**config.mk**
```make
export PLATFORM = sky130hd
export DESIGN_NAME = ibex_setback_ctrl
export DESIGN_NICKNAME = d
export VERILOG_FILES = /design/src/rtl/ibex_pkg.sv /design/src/rtl/ibex_outstanding_cnt.sv /design/src/rtl/ibex_setback_ctrl.sv
export SDC_FILE = /design/constraint.sdc
export NUM_CORES = 1
export LEC_CHECK = 0
export ABC_AREA = 1
export BUFFER_PORTS_ARGS = -buffer_cell sky130_fd_sc_hd__buf_2
export CORE_MARGIN = 2
export CORE_UTILIZATION = 48
export CTS_BUF_LIST = sky130_fd_sc_hd__clkbuf_16
export DETAILED_ROUTE_END_ITERATION = 10
export PLACE_DENSITY = 0.68
export RECOVER_POWER = 50
export SLEW_MARGIN = 30
export SYNTH_ARGS = -nofsm -noshare
export SYNTH_HDL_FRONTEND = slang
export SYNTH_SLANG_ARGS = --single-unit
export TNS_END_PERCENT = 30
```
**constraint.sdc**
```tcl
create_clock -name clk_i -period 2.2 [get_ports clk_i]
set_clock_uncertainty 0.15 [all_clocks]
set_input_delay 0.55 -clock clk_i [delete_from_list [all_inputs] [get_ports clk_i]]
set_output_delay 0.55 -clock clk_i [all_outputs]
set_load 0.01 [all_outputs]
```
**src/rtl/ibex_pkg.sv**
```systemverilog
// ibex_pkg: shared types for the lockstep recovery sequencer.
//   setback_state_e : recovery sequencer states.
//   cnt_width()     : width of a counter that must hold 0..max_val.
package ibex_pkg;

  typedef enum logic [2:0] {
    RUN     = 3'd0,
    QUIESCE = 3'd1,
    SETBACK = 3'd2,
    RESUME  = 3'd3,
    FATAL   = 3'd4
  } setback_state_e;

  function automatic int unsigned cnt_width(input int unsigned max_val);
    return (max_val < 32'd1) ? 32'd1 : $clog2(max_val + 32'd1);
  endfunction

endpackage

```
**src/rtl/ibex_outstanding_cnt.sv**
```systemverilog
// ibex_outstanding_cnt: in-flight transaction counter for one monitored bus.
//   clk_i, rst_i      : clock, synchronous active-high reset
//   req_i, gnt_i      : an accepted request (req & gnt) opens a transaction
//   rvalid_i          : a response closes a transaction
//   cnt_o             : registered outstanding count, saturating at 0 and MaxOutstanding
// ibex_outstanding_cnt_chk: assertion-only companion flagging over/underflow.
module ibex_outstanding_cnt_chk #(
  parameter int unsigned MaxOutstanding = 2,
  parameter int unsigned CntW           = 2
) (
  input logic            clk_i,
  input logic            rst_i,
  input logic            inc_i,
  input logic            dec_i,
  input logic [CntW-1:0] cnt_i
);

  localparam logic [CntW-1:0] CntMax = CntW'(MaxOutstanding);

  // A grant with no response while already full would be lost.
  overflow_a: assert property (@(posedge clk_i) disable iff (rst_i)
    !(inc_i && !dec_i && (cnt_i == CntMax)));

  // A response with nothing outstanding indicates a protocol error.
  underflow_a: assert property (@(posedge clk_i) disable iff (rst_i)
    !(dec_i && !inc_i && (cnt_i == '0)));

endmodule

module ibex_outstanding_cnt
  import ibex_pkg::*;
#(
  parameter int unsigned MaxOutstanding = 2,
  parameter int unsigned CntW           = cnt_width(MaxOutstanding)
) (
  input  logic            clk_i,
  input  logic            rst_i,
  input  logic            req_i,
  input  logic            gnt_i,
  input  logic            rvalid_i,
  output logic [CntW-1:0] cnt_o
);

  localparam logic [CntW-1:0] CntMax = CntW'(MaxOutstanding);

  logic            inc;
  logic            dec;
  logic [CntW-1:0] cnt_d;
  logic [CntW-1:0] cnt_q;

  assign inc   = req_i & gnt_i;
  assign dec   = rvalid_i;
  assign cnt_o = cnt_q;

  // Next count: open/close cancel out, and both ends saturate.
  always_comb begin
    cnt_d = cnt_q;
    if (inc && !dec) begin
      if (cnt_q != CntMax) begin
        cnt_d = cnt_q + CntW'(1);
      end else begin
        cnt_d = cnt_q;
      end
    end else if (dec && !inc) begin
      if (cnt_q != '0) begin
        cnt_d = cnt_q - CntW'(1);
      end else begin
        cnt_d = cnt_q;
      end
    end else begin
      cnt_d = cnt_q;
    end
  end

  // Count register.
  always_ff @(posedge clk_i) begin
    if (rst_i) begin
      cnt_q <= '0;
    end else begin
      cnt_q <= cnt_d;
    end
  end

  ibex_outstanding_cnt_chk #(
    .MaxOutstanding(MaxOutstanding),
    .CntW          (CntW)
  ) u_chk (
    .clk_i(clk_i),
    .rst_i(rst_i),
    .inc_i(inc),
    .dec_i(dec),
    .cnt_i(cnt_q)
  );

endmodule

```
**src/rtl/ibex_setback_ctrl.sv**
```systemverilog
// ibex_setback_ctrl: recovery sequencer for the dual-lockstep Ibex pair.
// On a lockstep mismatch it gates fetch, drains both monitored buses, pulses
// setback for SetbackCycles cycles, then resumes. Major alerts, drain timeouts
// and exhausted retries end in a sticky FATAL state left only by reset.
//   clk_i, rst_i                 : clock, synchronous active-high reset
//   fetch_enable_i               : SoC fetch enable
//   mismatch_i, alert_major_i    : lockstep error, major alert
//   rvfi_valid_i                 : master core retirement strobe
//   instr_/data_ req/gnt/rvalid  : monitored master-core buses
//   fetch_enable_o, setback_o    : to both cores (registered)
//   busy_o, fatal_o, retry_cnt_o : status (registered)
module ibex_setback_ctrl
  import ibex_pkg::*;
#(
  parameter int unsigned MaxOutstanding = 2,
  parameter int unsigned SetbackCycles  = 4,
  parameter int unsigned MaxRetries     = 3,
  parameter int unsigned DrainTimeout   = 64,
  parameter int unsigned CleanRetire    = 16,
  parameter int unsigned RetryW         = cnt_width(MaxRetries)
) (
  input  logic              clk_i,
  input  logic              rst_i,
  input  logic              fetch_enable_i,
  input  logic              mismatch_i,
  input  logic              alert_major_i,
  input  logic              rvfi_valid_i,
  input  logic              instr_req_i,
  input  logic              instr_gnt_i,
  input  logic              instr_rvalid_i,
  input  logic              data_req_i,
  input  logic              data_gnt_i,
  input  logic              data_rvalid_i,
  output logic              fetch_enable_o,
  output logic              setback_o,
  output logic              busy_o,
  output logic              fatal_o,
  output logic [RetryW-1:0] retry_cnt_o
);

  localparam int unsigned CntW   = cnt_width(MaxOutstanding);
  localparam int unsigned DrainW = cnt_width(DrainTimeout);
  localparam int unsigned SbW    = cnt_width(SetbackCycles);
  localparam int unsigned CleanW = cnt_width(CleanRetire);

  localparam logic [RetryW-1:0] RetryMax   = RetryW'(MaxRetries);
  localparam logic [DrainW-1:0] DrainLimit = DrainW'(DrainTimeout);
  localparam logic [SbW-1:0]    SbLast     = SbW'(SetbackCycles - 32'd1);
  localparam logic [CleanW-1:0] CleanLast  = CleanW'(CleanRetire - 32'd1);

  setback_state_e    state_q, state_d, fsm_next;
  logic [CntW-1:0]   instr_cnt, data_cnt;
  logic              buses_idle;
  logic              stay;
  logic              clean_clear;
  logic [DrainW-1:0] drain_d, drain_q;
  logic [SbW-1:0]    sb_d, sb_q;
  logic [CleanW-1:0] clean_d, clean_q;
  logic [RetryW-1:0] retry_d, retry_q;
  logic              fe_d, fe_q;
  logic              setback_d, setback_q;
  logic              busy_d, busy_q;
  logic              fatal_d, fatal_q;

  ibex_outstanding_cnt #(
    .MaxOutstanding(MaxOutstanding),
    .CntW          (CntW)
  ) u_instr_cnt (
    .clk_i   (clk_i),
    .rst_i   (rst_i),
    .req_i   (instr_req_i),
    .gnt_i   (instr_gnt_i),
    .rvalid_i(instr_rvalid_i),
    .cnt_o   (instr_cnt)
  );

  ibex_outstanding_cnt #(
    .MaxOutstanding(MaxOutstanding),
    .CntW          (CntW)
  ) u_data_cnt (
    .clk_i   (clk_i),
    .rst_i   (rst_i),
    .req_i   (data_req_i),
    .gnt_i   (data_gnt_i),
    .rvalid_i(data_rvalid_i),
    .cnt_o   (data_cnt)
  );

  assign buses_idle = (instr_cnt == '0) && (data_cnt == '0);

  // Next state; a major alert overrides every other transition.
  always_comb begin
    fsm_next = state_q;
    case (state_q)
      RUN: begin
        if (mismatch_i) begin
          if (retry_q >= RetryMax) begin
            fsm_next = FATAL;
          end else begin
            fsm_next = QUIESCE;
          end
        end else begin
          fsm_next = RUN;
        end
      end
      QUIESCE: begin
        // A completed drain wins over a timeout expiring in the same cycle.
        if (buses_idle) begin
          fsm_next = SETBACK;
        end else if (drain_q == DrainLimit) begin
          fsm_next = FATAL;
        end else begin
          fsm_next = QUIESCE;
        end
      end
      SETBACK: begin
        if (sb_q == SbLast) begin
          fsm_next = RESUME;
        end else begin
          fsm_next = SETBACK;
        end
      end
      RESUME:  fsm_next = RUN;
      FATAL:   fsm_next = FATAL;
      default: fsm_next = FATAL;
    endcase
    if (alert_major_i) begin
      state_d = FATAL;
    end else begin
      state_d = fsm_next;
    end
  end

  // Timers, clean-retire counter and retry count; all timers restart on any state change.
  always_comb begin
    stay        = (state_d == state_q);
    clean_clear = 1'b0;
    drain_d     = '0;
    sb_d        = '0;
    clean_d     = '0;
    retry_d     = retry_q;

    if (stay && (state_q == QUIESCE)) begin
      if (drain_q != DrainLimit) begin
        drain_d = drain_q + DrainW'(1);
      end else begin
        drain_d = drain_q;
      end
    end else begin
      drain_d = '0;
    end

    if (stay && (state_q == SETBACK)) begin
      sb_d = sb_q + SbW'(1);
    end else begin
      sb_d = '0;
    end

    if (stay && (state_q == RUN) && !mismatch_i && rvfi_valid_i) begin
      if (clean_q >= CleanLast) begin
        clean_d     = '0;
        clean_clear = 1'b1;
      end else begin
        clean_d = clean_q + CleanW'(1);
      end
    end else if (stay && (state_q == RUN) && !mismatch_i) begin
      clean_d = clean_q;
    end else begin
      clean_d = '0;
    end

    if ((state_q == RESUME) && (state_d == RUN)) begin
      if (retry_q != RetryMax) begin
        retry_d = retry_q + RetryW'(1);
      end else begin
        retry_d = retry_q;
      end
    end else if (clean_clear) begin
      retry_d = '0;
    end else begin
      retry_d = retry_q;
    end
  end

  // Output values for the coming cycle, derived from the next state.
  always_comb begin
    fe_d      = (state_d == RUN) && fetch_enable_i;
    setback_d = (state_d == SETBACK);
    busy_d    = (state_d == QUIESCE) || (state_d == SETBACK) || (state_d == RESUME);
    fatal_d   = (state_d == FATAL);
  end

  // State, counter and output registers.
  always_ff @(posedge clk_i) begin
    if (rst_i) begin
      state_q   <= RUN;
      drain_q   <= '0;
      sb_q      <= '0;
      clean_q   <= '0;
      retry_q   <= '0;
      fe_q      <= 1'b0;
      setback_q <= 1'b0;
      busy_q    <= 1'b0;
      fatal_q   <= 1'b0;
    end else begin
      state_q   <= state_d;
      drain_q   <= drain_d;
      sb_q      <= sb_d;
      clean_q   <= clean_d;
      retry_q   <= retry_d;
      fe_q      <= fe_d;
      setback_q <= setback_d;
      busy_q    <= busy_d;
      fatal_q   <= fatal_d;
    end
  end

  assign fetch_enable_o = fe_q;
  assign setback_o      = setback_q;
  assign busy_o         = busy_q;
  assign fatal_o        = fatal_q;
  assign retry_cnt_o    = retry_q;

endmodule

```
* Yosys cells after proc, flatten, opt, wreduce, memory -nomap -nowiden *
Index checks and enable logic that the tools add are counted.

word-level totals
  bits in registers = 28
  input bits = 12
  output and inout bits = 6
  logic and storage cells = 101

operators by class
  add/sub/neg operators = 8
  $lt $le $gt $ge = 2
  equal/unequal tests = 18
  multiplexer cells = 23
  bitwise logic cells = 4
  reductions and logical operators = 35

operators with widths
  kind                 number
  $mux 2               11
  $eq 3x2->1 const B   5
  $mux 3               5
  $mux 5               3
  $reduce_bool 2->1    7
  $logic_and 1x1->1    12
  $pmux 3 s4           1
  $ne 2x2->1 const B   5
  $add 7x1->7 const B  1
  $eq 7x7->1 const B   1
  $ne 7x7->1 const B   1
  $add 2x1->2 const B  3
  $eq 3x1->1 const B   2
  $logic_not 3->1      2
  $reduce_and 3->1     2
  $add 5x1->5 const B  1
  $ge 5x4->1 const B   1
  $logic_not 1->1      5
  $logic_not 2->1      2
  $ne 2x1->1 const B   2
  $reduce_or 2->1      2
  $sub 2x1->2 const B  2
  $add 3x1->3 const B  1
  $eq 3x3->1           1
  7 further kinds      12

* Longest topological paths before layout *
  depth after elaboration = 12
  depth in mapped cells = 15
  mapped depth without buffers = 15

* Modules after synthesis *
A second synthesis with hierarchy kept.

unflattened totals
  cells, all modules = 217
  area, all modules = 1500.2 sq um

by module, submodules not included
  module                times used  cells each  area each (sq um)  seq. area each (sq um)
  ibex_setback_ctrl     1           165         1207.4             480.5
  ibex_outstanding_cnt  2           26          146.4              40.0

* Least setup slack after synthesis *
No wires, ideal clock.

  path kind = reg2reg
  start point = reg drain_q[0]
  end point = reg clean_q[0]
  library setup time = 70 ps
  arrival time = 1609 ps
  required time = 1980 ps
  slack = 371 ps
  cell stages (with the launch flop) = 16
  path buffers = 0
  period minus slack after synthesis = 1829 ps
  cell sequence = dfxtp_1 -> inv_1 -> ha_1 -> inv_1 -> nor2_1 -> nand3_2 -> nand3_1 -> nand2_1 -> nand2_1 -> nand2_1 -> nand2_1 -> nor2_4 -> nand2_2 -> nor2_4 -> nand2_1 -> a21oi_1

on the way
  word-level cells in the longest chain between the ends = 10
  elaborated cells between the ends (all ways) = 11
  those cells by class = eq/ne: 3; mux: 5; reduce/logical: 3

RTL lines
  what                                                          line                                                RTL
  start, declared                                               ibex_setback_ctrl.sv:56                             logic [DrainW-1:0] drain_d, drain_q;
  start signal, assigned                                        ibex_setback_ctrl.sv:207                            drain_q <= drain_d;
  $eq 7x7->1 *                                                  ibex_setback_ctrl.sv:110                            end else if (drain_q == DrainLimit) begin
  $mux 3 *                                                      ibex_setback_ctrl.sv:110
  $mux 3 *                                                      ibex_setback_ctrl.sv:108                            if (buses_idle) begin
  $pmux 3 s4 *                                                  ibex_setback_ctrl.sv:94                             case (state_q)
  $mux 3 *                                                      ibex_setback_ctrl.sv:127                            if (alert_major_i) begin
  $eq 3x3->1 *                                                  ibex_setback_ctrl.sv:136                            stay = (state_d == state_q);
  $logic_and 1x1->1 * (2 in a row)                              ibex_setback_ctrl.sv:159, ibex_setback_ctrl.sv:166
  $logic_and 1x1->1                                             ibex_setback_ctrl.sv:159                            if (stay && (state_q == RUN) && !mismatch_i && rvfi_valid_i) begin
  $ne 2x1->1 (no source line) / $mux 5 (equally long branches)  --
  end signal, assigned                                          ibex_setback_ctrl.sv:209                            clean_q <= clean_d;
  end, declared                                                 ibex_setback_ctrl.sv:58                             logic [CleanW-1:0] clean_d, clean_q;

Mark *: on every way between the ends. The rest lies on a longest branch, timed or not.
A chain may end at the register's enable or synchronous reset.

* Worst setup path after layout *
  start point = reg drain_q[0]
  end point = reg clean_q[2]

The elaborated chain is that of the path after synthesis.

==> metrics <==
CP Class flop to flop; Critical Path AT ~2.1 ns; synthesized net count roughly 220; number of global-route vias before repair about 1100; register area 563 um2; Synth cell types 25; first-pass iteration count of the detailed router 4; htree depth 1; Starting Density 50.6%; GRT busiest layer met2; die width a little under 60 um; clk root buf clkbuf_16; Post-DRT Antenna Nets 0; period utilization 91.8%; final WL between 2000 and 3000 um; met3 usage 3.57%; number of remaining DRC errors 0; Final Wtd Congestion approximately 0.8; CTS tree yes; fin cells 250; Tot Pwr 1.03 mW; final setup violation count 0; clk_lat worst skew 0.26 ns; multi-input logic area about 720 um2; Final Max Slew Viols 0; detailed-route via count 1218; Num CTS Buffers 3; # port buffers 17; initial DRC count 40; area delta synth->final 13.5%; outcome complete, no violations; Post-CTS Setup Inserts 0; met1 usage 21.7%; Core Util, Final a little under three fifths; Slew headroom 81.1%; I/O pin total 18; Vias/cell 4.87; met2 global-route usage between 20% and 30%; Tmin final between 2 and 2.5 ns; Net count, final between 200 and 250; RSZ-0062 raised after global routing no; Mapped Cells 200; Core ar. 2780 um2; Post-Route Setup TNS 0 ns; pre-CTS WS about 0.15 ns; Vert. Die Dim 58.2 um; sequential share of the synthesized area between 30% and 40%; Netlist Area Pre-Place about 1400 um2; Placed Area 1520 um2; Worst Hold Class flop to flop; hold_ws 0.270 ns; layout filler cell count between 200 and 300; Yosys reg bits 28; fmax 0.495 GHz; Final Hold Viols 0; Worst EP required 2.25 ns; Total Die Area 3380 um2; clk buf depth 2; largest net degree at the start of global routing 17; Ant. Diodes 0; DPL Wire Length 2020 um; first-pass GRT wire length between 4000 and 5000 um; R2R setup slack roughly 0.18 ns; initial antenna violation count 0; Row Count 19; DR WL/cell approximately 10 um; Worst-Margin Slew 0.283 ns; worst-path fanout max 5; crit start category flop; max_cap viols 0; Avg Cell Area, Syn just over 7 um2; clock sinks 28; critical path endpoint category flop; fin area roughly 1600 um2; Synthesis Warnings 0; Static Leakage just under 0.7 nW; CTS clock-pin slew for the worst setup and hold paths about 0.070 ns; Setup WS post-layout about 0.18 ns; Cells after DPL about 250; GR Overflow Total 0; Peak supply drop around 0.00057 V; GRT Overall Usage between 10% and 20%; share of post-route cells with drive strength above 1 15.5%; cell area power density 642 nW/um2
==> flip-flops by register name, indices dropped and copies added, names as in the netlist, 2 cells and up <==
register and flops:
clean_q 5, drain_q 7, retry_cnt_o 2, sb_q 3
state_q 3, u_data_cnt.cnt_o 2, u_instr_cnt.cnt_o 2
==> synthesized netlist by cell type <==
| library cell | count | area share (%) |
|---|---|---|
| nor2_4 | 2 | 1.6 |
| inv_2 | 8 | 2.1 |
| o21ai_1 | 5 | 1.8 |
| dfxtp_1 | 28 | 40 |
| o21ai_2 | 1 | 0.62 |
| nor3b_1 | 2 | 1.1 |
| nand3_1 | 11 | 3.9 |
| o21bai_1 | 1 | 0.53 |
| nand3b_1 | 2 | 1.1 |
| o21ai_0 | 2 | 0.71 |
| or2_2 | 1 | 0.44 |
| nand3_2 | 3 | 2.1 |
| nand4_1 | 1 | 0.44 |
| clkinv_1 | 1 | 0.27 |
| nor3_1 | 3 | 1.1 |
| clkbuf_1 | 2 | 0.53 |
| inv_1 | 22 | 5.9 |
| ha_1 | 7 | 6.2 |
| nor2_2 | 2 | 0.89 |
| a21oi_1 | 21 | 7.5 |
| xor2_1 | 2 | 1.2 |
| nand2_2 | 2 | 0.89 |
| o221ai_1 | 1 | 0.62 |
| nor2_1 | 26 | 6.9 |
| nand2_1 | 44 | 12 |
==> worst max-delay path, stage by stage, from the launching register on <==
cell and delay, ns:
dfxtp_2 0.35, inv_1 0.06, ha_1 0.19, inv_1 0.05, nor2_1 0.04, nand3_2 0.11, inv_1 0.08, nand2_1 0.12
nand2_1 0.09, nand2_1 0.07, nand3_2 0.08, nor2_4 0.15, nand2_2 0.08, nor2_4 0.12, nand2_1 0.06, a21oi_1 0.13
==> cells by family after synthesis <==
kind of cell    share of synthesized area [%]
simple gates                             32.2
buf+inv                                  8.80
compound gates                           11.7
flops                                    39.8
fa+ha+maj                                6.22
xor+xnor                                 1.24
==> per-layer routing <==
metal  wire, um  vias to the layer above
met2       1180                       12
met3         59                        5
met4         44                        0
met5          0                        -
li1           -                      670
met1       1240                      531
==> cells in the final DEF, fill, tap and decap left out, drive strengths merged, types with 7 or more instances in the layout <==
master  count
nor2       30
nand2      46
o21ai       8
nand3      14
a21oi      21
ha          7
buf        11
dfxtp      28
inv        30
clkbuf      9
==> power by group <==
| part | total [mW] | switching [mW] | internal (mW) |
|---|---|---|---|
| registers | 0.523 | 0.00661 | 0.516 |
| clock network | 0.414 | 0.170 | 0.244 |
| logic | 0.0900 | 0.0579 | 0.0321 |
==> what timing repair did <==
action | 4_1_cts | 5_1_grt
hold buffers | 0 | 0
resized for setup | 0 | 3
endpoints found under the setup margin | 0 | 6
==> area by class of cell <==
class,count,area share (%)
clock buffers,3,4.70
clock inverters,1,0.235
inverters,31,7.28
multi-input cells,139,45.3
flip-flops and latches,28,35.2
well taps,31,2.43
repair buffers,17,4.86
==> path summary, 6_finish.rpt <==
kind                    from    endpoint  cells past startpoint
hold reg to reg      sb_q[0]     sb_q[0]                      1
hold / removal       sb_q[0]     sb_q[0]                      1
setup reg to reg  drain_q[0]  clean_q[2]                     15
setup / recovery  drain_q[0]  clean_q[2]                     15
Note: power is estimated with default switching activity, not from simulation.
